`config.mk`:
```
export PLATFORM = sky130hd
export DESIGN_NAME = ts_pkt_extract
export DESIGN_NICKNAME = d
export VERILOG_FILES = /design/src/rtl/ts_pkt_extract.sv
export SDC_FILE = /design/constraint.sdc
export NUM_CORES = 2
export LEC_CHECK = 0
export BUFFER_PORTS_ARGS = -buffer_cell sky130_fd_sc_hd__buf_2
export CAP_MARGIN = 20
export CORE_ASPECT_RATIO = 0.75
export CORE_MARGIN = 1.5
export CORE_UTILIZATION = 60
export DETAILED_ROUTE_END_ITERATION = 10
export PLACE_DENSITY = 0.8
export SETUP_SLACK_MARGIN = 0.2
export SKIP_CTS_REPAIR_TIMING = 1
export SYNTH_ARGS = -nofsm -noshare
export SYNTH_HDL_FRONTEND = slang
export SYNTH_SLANG_ARGS = --single-unit
```
`constraint.sdc`:
```
create_clock -name clk -period 10 [get_ports clk]
set_clock_uncertainty 0.2 [all_clocks]
set_input_delay 1 -clock clk [delete_from_list [all_inputs] [get_ports clk]]
set_output_delay 1 -clock clk [all_outputs]
set_load 0.02 [all_outputs]
```
`src/rtl/ts_pkt_extract.sv`:
```
// TS packet extractor: strips marker/IP/port headers, validates sync and length,
// buffers good packets in two ping-pong banks and replays them as a byte stream.
module ts_pkt_extract #(
  parameter int         TS_WORDS  = 47,
  parameter logic [7:0] SYNC_BYTE = 8'h47
) (
  input  logic        clk,
  input  logic        rst,
  input  logic [32:0] ts_din,
  input  logic        ts_din_en,
  output logic [7:0]  ts_dout,
  output logic        ts_dout_en,
  output logic        ts_dout_sop,
  output logic [31:0] pkt_ip,
  output logic [15:0] pkt_port,
  output logic [15:0] pkt_ok_cnt,
  output logic [15:0] pkt_drop_cnt
);

  localparam int PKT_BYTES = 4 * TS_WORDS;
  localparam int IW        = $clog2(TS_WORDS);
  localparam int CW        = $clog2(PKT_BYTES);
  localparam int AW        = $clog2(2 * TS_WORDS);
  localparam logic [IW-1:0] LAST_WORD  = IW'(TS_WORDS - 1);
  localparam logic [CW-1:0] LAST_BYTE  = CW'(PKT_BYTES - 1);
  localparam logic [AW-1:0] BANK1_BASE = AW'(TS_WORDS);

  typedef enum logic [2:0] {W_IDLE, W_HDR_IP, W_HDR_PORT, W_PAYLOAD, W_DISCARD} wr_state_t;
  typedef enum logic {R_IDLE, R_READ} rd_state_t;

  wr_state_t      wr_state_r;
  logic [IW-1:0]  wr_idx_r;
  logic           wr_bank_r;
  logic [31:0]    hdr_ip_r;
  logic [15:0]    hdr_port_r;
  logic           drop_pulse_r;

  rd_state_t      rd_state_r;
  logic           rd_bank_r;
  logic [CW-1:0]  rd_cnt_r;
  logic           ok_pulse_r;

  logic [1:0]     full_r;
  logic           older_r;
  logic [31:0]    bank_ip_r   [2];
  logic [15:0]    bank_port_r [2];
  logic [31:0]    mem_r [2*TS_WORDS];

  logic           word_s;
  logic           marker_s;
  logic           fill_done_s;
  logic           rd_last_s;
  logic [1:0]     rd_free_s;
  logic [1:0]     rd_busy_s;
  logic [1:0]     free_s;
  logic [1:0]     avail_s;
  logic           rd_sel_s;
  logic [AW-1:0]  wr_addr_s;
  logic [AW-1:0]  rd_addr_s;
  logic [31:0]    rd_word_s;
  logic [7:0]     rd_byte_s;

  // Input qualification and bank availability seen by both FSMs this cycle.
  always_comb begin
    word_s      = ts_din_en & ~ts_din[32];
    marker_s    = ts_din_en & ts_din[32];
    fill_done_s = (wr_state_r == W_PAYLOAD) && word_s && (wr_idx_r == LAST_WORD);
    rd_last_s   = (rd_state_r == R_READ) && (rd_cnt_r == LAST_BYTE);
    rd_free_s   = 2'b00;
    rd_busy_s   = 2'b00;
    if (rd_last_s) begin
      rd_free_s[rd_bank_r] = 1'b1;
    end else begin
      rd_free_s = 2'b00;
    end
    if (rd_state_r == R_READ) begin
      rd_busy_s[rd_bank_r] = 1'b1;
    end else begin
      rd_busy_s = 2'b00;
    end
    // A bank emptied by the reader this cycle may be claimed by a header right now.
    free_s  = ~full_r | rd_free_s;
    avail_s = full_r & ~rd_busy_s;
    if (avail_s == 2'b11) begin
      rd_sel_s = older_r;
    end else if (avail_s[0]) begin
      rd_sel_s = 1'b0;
    end else begin
      rd_sel_s = 1'b1;
    end
  end

  // Buffer addressing and big-endian byte selection for the reader.
  always_comb begin
    wr_addr_s = wr_bank_r ? (BANK1_BASE + AW'(wr_idx_r)) : AW'(wr_idx_r);
    rd_addr_s = rd_bank_r ? (BANK1_BASE + AW'(rd_cnt_r[CW-1:2])) : AW'(rd_cnt_r[CW-1:2]);
    rd_word_s = mem_r[rd_addr_s];
    case (rd_cnt_r[1:0])
      2'd0:    rd_byte_s = rd_word_s[31:24];
      2'd1:    rd_byte_s = rd_word_s[23:16];
      2'd2:    rd_byte_s = rd_word_s[15:8];
      2'd3:    rd_byte_s = rd_word_s[7:0];
      default: rd_byte_s = 8'h00;
    endcase
  end

  // Payload storage; validity is tracked separately by full_r, so no reset needed.
  always_ff @(posedge clk) begin
    if ((wr_state_r == W_PAYLOAD) && word_s) begin
      mem_r[wr_addr_s] <= ts_din[31:0];
    end
  end

  // Header parsing, sync/length checking and bank claiming.
  always_ff @(posedge clk or posedge rst) begin
    if (rst) begin
      wr_state_r   <= W_IDLE;
      wr_idx_r     <= {IW{1'b0}};
      wr_bank_r    <= 1'b0;
      hdr_ip_r     <= 32'h0000_0000;
      hdr_port_r   <= 16'h0000;
      drop_pulse_r <= 1'b0;
    end else begin
      drop_pulse_r <= 1'b0;
      // Markers resynchronise every state; only DISCARD has already counted its drop.
      if (marker_s && (wr_state_r != W_IDLE)) begin
        wr_state_r   <= W_HDR_IP;
        drop_pulse_r <= (wr_state_r != W_DISCARD);
      end else begin
        case (wr_state_r)
          W_IDLE: begin
            if (marker_s) begin
              wr_state_r <= W_HDR_IP;
            end
          end
          W_HDR_IP: begin
            if (word_s) begin
              hdr_ip_r   <= ts_din[31:0];
              wr_state_r <= W_HDR_PORT;
            end
          end
          W_HDR_PORT: begin
            if (word_s) begin
              hdr_port_r <= ts_din[15:0];
              if (|free_s) begin
                wr_bank_r  <= free_s[0] ? 1'b0 : 1'b1;
                wr_idx_r   <= {IW{1'b0}};
                wr_state_r <= W_PAYLOAD;
              end else begin
                drop_pulse_r <= 1'b1;
                wr_state_r   <= W_DISCARD;
              end
            end
          end
          W_PAYLOAD: begin
            if (word_s) begin
              if ((wr_idx_r == {IW{1'b0}}) && (ts_din[31:24] != SYNC_BYTE)) begin
                drop_pulse_r <= 1'b1;
                wr_state_r   <= W_DISCARD;
              end else if (wr_idx_r == LAST_WORD) begin
                wr_state_r <= W_IDLE;
              end else begin
                wr_idx_r <= wr_idx_r + IW'(1);
              end
            end
          end
          W_DISCARD: wr_state_r <= W_DISCARD;
          default:   wr_state_r <= W_IDLE;
        endcase
      end
    end
  end

  // Bank full flags, per-bank header copies and fill order for the reader.
  always_ff @(posedge clk or posedge rst) begin
    if (rst) begin
      full_r         <= 2'b00;
      older_r        <= 1'b0;
      bank_ip_r[0]   <= 32'h0000_0000;
      bank_ip_r[1]   <= 32'h0000_0000;
      bank_port_r[0] <= 16'h0000;
      bank_port_r[1] <= 16'h0000;
    end else begin
      for (int i = 0; i < 2; i++) begin
        if (fill_done_s && (wr_bank_r == 1'(i))) begin
          full_r[i] <= 1'b1;
        end else if (rd_free_s[i]) begin
          full_r[i] <= 1'b0;
        end else begin
          full_r[i] <= full_r[i];
        end
      end
      if (fill_done_s) begin
        bank_ip_r[wr_bank_r]   <= hdr_ip_r;
        bank_port_r[wr_bank_r] <= hdr_port_r;
        older_r                <= avail_s[~wr_bank_r] ? ~wr_bank_r : wr_bank_r;
      end
    end
  end

  // Byte replay: one byte per cycle, chaining straight into the other bank if it is ready.
  always_ff @(posedge clk or posedge rst) begin
    if (rst) begin
      rd_state_r  <= R_IDLE;
      rd_bank_r   <= 1'b0;
      rd_cnt_r    <= {CW{1'b0}};
      ok_pulse_r  <= 1'b0;
      ts_dout     <= 8'h00;
      ts_dout_en  <= 1'b0;
      ts_dout_sop <= 1'b0;
      pkt_ip      <= 32'h0000_0000;
      pkt_port    <= 16'h0000;
    end else begin
      ok_pulse_r <= 1'b0;
      case (rd_state_r)
        R_IDLE: begin
          ts_dout_en  <= 1'b0;
          ts_dout_sop <= 1'b0;
          if (|avail_s) begin
            rd_state_r <= R_READ;
            rd_bank_r  <= rd_sel_s;
            rd_cnt_r   <= {CW{1'b0}};
          end
        end
        R_READ: begin
          ts_dout     <= rd_byte_s;
          ts_dout_en  <= 1'b1;
          ts_dout_sop <= (rd_cnt_r == {CW{1'b0}});
          pkt_ip      <= bank_ip_r[rd_bank_r];
          pkt_port    <= bank_port_r[rd_bank_r];
          if (rd_last_s) begin
            ok_pulse_r <= 1'b1;
            rd_cnt_r   <= {CW{1'b0}};
            if (avail_s[~rd_bank_r]) begin
              rd_bank_r <= ~rd_bank_r;
            end else begin
              rd_state_r <= R_IDLE;
            end
          end else begin
            rd_cnt_r <= rd_cnt_r + CW'(1);
          end
        end
        default: rd_state_r <= R_IDLE;
      endcase
    end
  end

  // Saturating statistics counters.
  always_ff @(posedge clk or posedge rst) begin
    if (rst) begin
      pkt_ok_cnt   <= 16'h0000;
      pkt_drop_cnt <= 16'h0000;
    end else begin
      if (ok_pulse_r && (pkt_ok_cnt != 16'hFFFF)) begin
        pkt_ok_cnt <= pkt_ok_cnt + 16'h0001;
      end
      if (drop_pulse_r && (pkt_drop_cnt != 16'hFFFF)) begin
        pkt_drop_cnt <= pkt_drop_cnt + 16'h0001;
      end
    end
  end

endmodule

```
### After elaboration in Yosys (flattened, before gate mapping)

Memories as Yosys holds them, arrays and structs flattened.
Index checks and enable logic that the tools add are counted.
W data, S select, Z words.

* flip-flop bits (word level): 259
* memory bits (writable): 3008
* memories kept: 1

* add/sub/neg operators: 6
* $lt $le $gt $ge: 7
* eq/ne operators: 27
* mux-type cells: 69
* bitwise operators: 13
* reductions and logical operators: 27

Memory list
* mem_r: depth 94, width 32, rd ports 1, clocked after Yosys merged registers in 0, wr ports 1, RTL line 47 `logic [31:0] mem_r [2*TS_WORDS];`

Operators with widths (number)
* $mux W32: 4
* $bwmux W64: 1
* $mux W16: 4
* $add A16 B1 Y16 const B: 2
* $bwmux W32: 1
* $demux W32 S1: 1
* $ne A16 B16 Y1 const B: 2
* $pmux W8 S4: 1
* $mux W6: 5
* $mux W1: 28
* $mux W3: 8
* $demux W16 S1: 1
* $mux W8: 2
* $pmux W8 S2: 1
* $pmux W3 S5: 1
* $add A6 B6 Y7 const A: 2
* $mux W7: 2
* $ne A2 B2 Y1 const B: 6
* $ne A3 B3 Y1 const B: 4
* $pmux W6 S2: 1
* $logic_and A1 B1 Y1: 11
* $pmux W1 S2: 5
* $reduce_and A3 Y1: 3
* $add A8 B1 Y8 const B: 1
* other kinds (34): 52

### Depth between registers and ports, before layout

* depth in word-level cells: 12
* mapped depth: 17
* gate-level depth less buffers: 10

### Least setup slack after synthesis

Ideal clock, no wire load.

* path kind: input-to-reg
* from: input ts_din_en
* to: memory mem_r[66][0], enable pin
* setup time: 0.421 ns
* arrival: 3.438 ns
* required time: 9.379 ns
* setup slack: 5.941 ns
* stages on the path: 8
* buffers on the path: 2
* cells stage by stage: nor2b_1 > and2_1 > clkbuf_1 > nand2_1 > nor2_1 > nand2_1 > clkbuf_1 > nor2_1

* longest elaborated chain between the ends: 4

Ends and longest elaborated chain
* from (decl): RTL line 10 `input logic ts_din_en,`
* $and A1 B1 Y1: RTL line 65 `word_s = ts_din_en & ~ts_din[32];`
* $logic_and A1 B1 Y1: RTL line 109 `if ((wr_state_r == W_PAYLOAD) && word_s) begin`
* $mux W1: RTL line 109
* $mux W1 (implied by the code): RTL line 110 `mem_r[wr_addr_s] <= ts_din[31:0];`
* to (decl): RTL line 47

No other way between the ends.

### Final worst setup path

* from: register rd_cnt_r[2]
* to: register ts_dout[5]

* longest elaborated chain between the ends: 4

Ends and longest elaborated chain
* from (decl): RTL line 40 `logic [CW-1:0] rd_cnt_r;`
* from (signal assigned): RTL line 206 `rd_cnt_r <= {CW{1'b0}};`
* from (signal assigned): RTL line 222 `rd_cnt_r <= {CW{1'b0}};`
* from (signal assigned): RTL line 233 `rd_cnt_r <= {CW{1'b0}};`
* $add A6 B6 Y7: RTL line 96 `rd_addr_s = rd_bank_r ? (BANK1_BASE + AW'(rd_cnt_r[CW-1:2])) : AW'(rd_cnt_r[CW-1:2]);`
* $mux W7 (*): RTL line 96
* $mem_v2 Z94 W32 (*)
* $pmux W8 S4 (*): RTL line 98 `case (rd_cnt_r[1:0])`
* to (signal assigned): RTL line 226 `ts_dout <= rd_byte_s;`
* to (decl): RTL line 11 `output logic [7:0] ts_dout,`

Mark *: on every way between the ends. The rest lies on a longest branch, timed or not.
A chain may end at the register's enable or synchronous reset.

==> run_results.csv <==
group,metric,value,unit
run,max_cap_violations,0,
grt,antenna_found_initial,35,
grt,grt_util_all_layers,34.8,%
timing,achievable-frequency,0.156,GHz
die,placeableCoreArea,0.208,mm2
final_layout,drive_gt1_share,26.3,%
worst_setup_path,crit_path_top_delay_cell,"sky130_fd_sc_hd__a2111oi_0",
timing,timing.max_slew.rel_slack,12.7,%
timing,report.final.slew_viol_count,0,
detailed_routing,avgViaCountPerCell,7.27,
timing,layout_worst_path_cycle_share,64.0,%
place,globalplace.congestion,0.944,
clock_tree,clk_root_buffer_cell,"sky130_fd_sc_hd__clkbuf_16",
worst_setup_path,critical_path.startpoint_type,"flop",
worst_setup_path,worstPathArrival,6.96,ns
clock_tree,cts_htree_levels,5,
timing,final-hold-violation-count,0,
clock_tree,ctsLongestPathBuffers,4,
yosys,synth.most_common_cell,"sky130_fd_sc_hd__edfxtp_1",
yosys,synthesis.yosys.warnings,0,
worst_setup_path,cp_max_fo,77,
timing,report.final.setup_viol,0,
worst_setup_path,crit_chain,"inv_1, ha_1, nand2b_1, nand2_8, buf_4, mux4_2, a22oi_1, a21oi_1, a2111oi_0, nor3_1, o311a_1",
grt,number_of_global_route_vias_before_repair,67300,
yosys,share_of_the_yosys_chip_area_belonging_to_registers,77.0,%
yosys,synth_edf_count,3008,
hold_path,min-delay-path-class,"in2async",
yosys,asyncSetResetFlopFracSynth,7.93,%
place,place.port_buffers,125,
yosys,netlist_instances,6081,
worst_setup_path,crit-reg2reg-launch,"rd_cnt_r[2]",
yosys,synth_top_area_cell,"sky130_fd_sc_hd__edfxtp_1",
yosys,post_synth_num_cell_types,80,
power_and_ir_drop,p_leak,44.9,nW
clock_tree,clock_tree_from_tritoncts,"yes",
yosys,synth.avg_cell_area,20.7,um2
place,dpl.hpwl,197000,um
power_and_ir_drop,ir_drop,0.224,mV
clock_tree,clk_pin_slew_worst_paths,0.07,ns
clock_tree,worst_skew_pair.late_latency,0.88,ns
clock_tree,tritoncts.num_buffers,291,
die,ios,126,
yosys,synth_common_cells,"3008 x sky130_fd_sc_hd__edfxtp_1, 708 x sky130_fd_sc_hd__mux4_2, 347 x sky130_fd_sc_hd__nand2_1",
yosys,synth_area_leaders,"sky130_fd_sc_hd__edfxtp_1 72%, sky130_fd_sc_hd__mux4_2 13%, sky130_fd_sc_hd__dfrtp_1 5.2%, sky130_fd_sc_hd__mux2_2 1.4%, sky130_fd_sc_hd__nand2_1 1.0%",
run_status,result_of_the_run,"completed",
worst_setup_path,worst-setup-path-type,"reg2reg",
final_layout,postLayoutCoreUtil,67.5,%
timing,unrepaired_setup_endpoints_after_global_routing,"false",
grt,grt_start_max_net_pins,113,
timing,period_minus_slack,6.40,ns
final_layout,post_layout_nets,6427,
grt,grt_overflow,0,
detailed_routing,detailroute.via_count,68300,
yosys,syn_area,0.126,mm2
worst_setup_path,worst_setup_path_end_kind,"flop",
place,placed_cells,8862,
timing,worst-slew-pin-transition,1.30,ns
yosys,synth_ff_type,"sky130_fd_sc_hd__edfxtp_1",
timing,totalNegativeSetupSlack,0,ns
detailed_routing,antenna_violating_nets_post_route,0,
die,fp.dieW,532,um
die,die_h,399,um
yosys,synth-seq-cells,3267,
worst_setup_path,timing.critical_path.slowest_cell_delay,0.88,ns
power_and_ir_drop,pwr_density_cell,191,mW/mm2
grt,grt_pass1_wl,516000,um
detailed_routing,firstDrtPassIters,8,
detailed_routing,routedWlPerCell,39.4,um
yosys,syn_nets,6130,
detailed_routing,finalWirelength,370000,um
detailed_routing,dr.first_iter.drc_count,13000,
worst_setup_path,worst_setup_path_startpoint,"rd_cnt_r[2]",
die,initial_utilization,60.4,%
yosys,synth_top_area_share,71.8,%
die,die-area,0.212,mm2
final_layout,layoutNonFillerInstCount,9393,
clock_tree,cts_sinks,3267,
detailed_routing,drc,0,
die,rows,145,
final_layout,area_delta_synth_final,11.7,%
worst_setup_path,worst-endpoint-required,10.55,ns
-- metrics by stage --
step	worst slack, ns	hold WS [ns]	area [um2]	power [W]
2_1_floorplan	1.67	0.217	126000	0.0156
3_3_place_gp	3.88	0.263	131000	0.0159
3_5_place_dp	3.99	0.280	131000	0.0160
4_1_cts	3.85	0.103	140000	0.0268
5_1_grt	3.54	0.138	140000	0.0274
6_report	3.60	0.0744	141000	0.0269
-- area by class of cell --
| type | instances | area (um2) |
|---|---|---|
| antenna | 6 | 15.0 |
| sequential | 3267 | 96800 |
| multi-input combinational | 2452 | 28100 |
| fill | 12200 | 67800 |
| clock buffer | 365 | 7760 |
| clock inverter | 144 | 1370 |
| inverter | 20 | 82.6 |
| tap | 2793 | 3490 |
| timing repair buffer | 346 | 2900 |
-- report_power, final --
part	switching [W]	internal [W]
clock network	0.00500	0.00615
logic	0.000427	0.000169
registers	0.000115	0.0150
-- critical path, delay by kind of cell, from the launching register on --
family | cells | cell delay, ns
AOI/OAI and AO/OA | 4 | 1.83
adders and majority gates | 1 | 0.46
buffers and inverters | 2 | 1.12
DFF | 1 | 0.85
muxes | 1 | 0.42
and+or+nand+nor | 3 | 1.15
-- logic make-up after synthesis --
logic type               share of synthesized area [%]
adder cells (fa/ha/maj)                          0.129
flip-flops                                        77.0
AO/OA/AOI/OAI                                     3.48
multiplexers                                      15.1
AND/OR/NAND/NOR                                   2.63
XOR/XNOR                                         0.306
buffers and inverters                             1.40
-- path summary, 6_finish.rpt --
kind | end | slack (ns) | cells after the start
setup / recovery | ts_dout[5] | 3.60 | 11
hold / removal | bank_ip_r[16] | 0.07 | 2
setup reg to reg | ts_dout[5] | 3.60 | 11
hold reg to reg | pkt_drop_cnt[4] | 0.29 | 1
max in group asynchronous | rd_state_r | 7.95 | 3
min in group clk | mem_r[77][10] | 0.15 | 1
-- cells in the final DEF (no fill, tap or decap), types with 14 or more instances in the layout --
master / count
sky130_fd_sc_hd__a22oi_1: 150
sky130_fd_sc_hd__buf_16: 14
sky130_fd_sc_hd__nor2_4: 99
sky130_fd_sc_hd__mux2i_1: 129
sky130_fd_sc_hd__nor2_1: 106
sky130_fd_sc_hd__clkbuf_16: 297
sky130_fd_sc_hd__a221o_1: 14
sky130_fd_sc_hd__clkbuf_1: 59
sky130_fd_sc_hd__o22ai_1: 23
sky130_fd_sc_hd__a21oi_1: 181
sky130_fd_sc_hd__clkinv_2: 38
sky130_fd_sc_hd__o21ai_0: 62
sky130_fd_sc_hd__mux4_2: 708
sky130_fd_sc_hd__mux2_2: 152
sky130_fd_sc_hd__a22o_1: 21
sky130_fd_sc_hd__a221oi_1: 27
sky130_fd_sc_hd__buf_4: 216
sky130_fd_sc_hd__inv_1: 19
sky130_fd_sc_hd__dfrtp_1: 257
sky130_fd_sc_hd__nand3_1: 86
sky130_fd_sc_hd__nand2_1: 345
sky130_fd_sc_hd__clkinv_1: 52
sky130_fd_sc_hd__buf_12: 20
sky130_fd_sc_hd__nor4_1: 17
sky130_fd_sc_hd__xnor2_1: 24
sky130_fd_sc_hd__bufinv_16: 24
sky130_fd_sc_hd__o211ai_1: 20
sky130_fd_sc_hd__nor3_1: 29
sky130_fd_sc_hd__edfxtp_1: 3008
sky130_fd_sc_hd__a31oi_1: 25
sky130_fd_sc_hd__buf_2: 94
sky130_fd_sc_hd__a311oi_1: 17
-- sequential cells by signal, indices dropped and copies added, names as in the netlist, 3 cells and up --
name and cells:
bank_ip_r 64, bank_port_r 32, hdr_ip_r 32, hdr_port_r 16
mem_r 3008, pkt_drop_cnt 16, pkt_ip 32, pkt_ok_cnt 16
pkt_port 16, rd_cnt_r 8, ts_dout 8, wr_idx_r 6
wr_state_r 3
-- routing by layer --
metal	vias to the layer above	GRT usage [%]	part of all wire (%)
li1	25700	-	-
met1	35000	46.9	33
met2	6419	50.9	44
met3	1134	13.9	18
met4	44	14.6	5.1
met5	-	0.602	0.14
No activity file was read; power rests on OpenSTA's default activity.
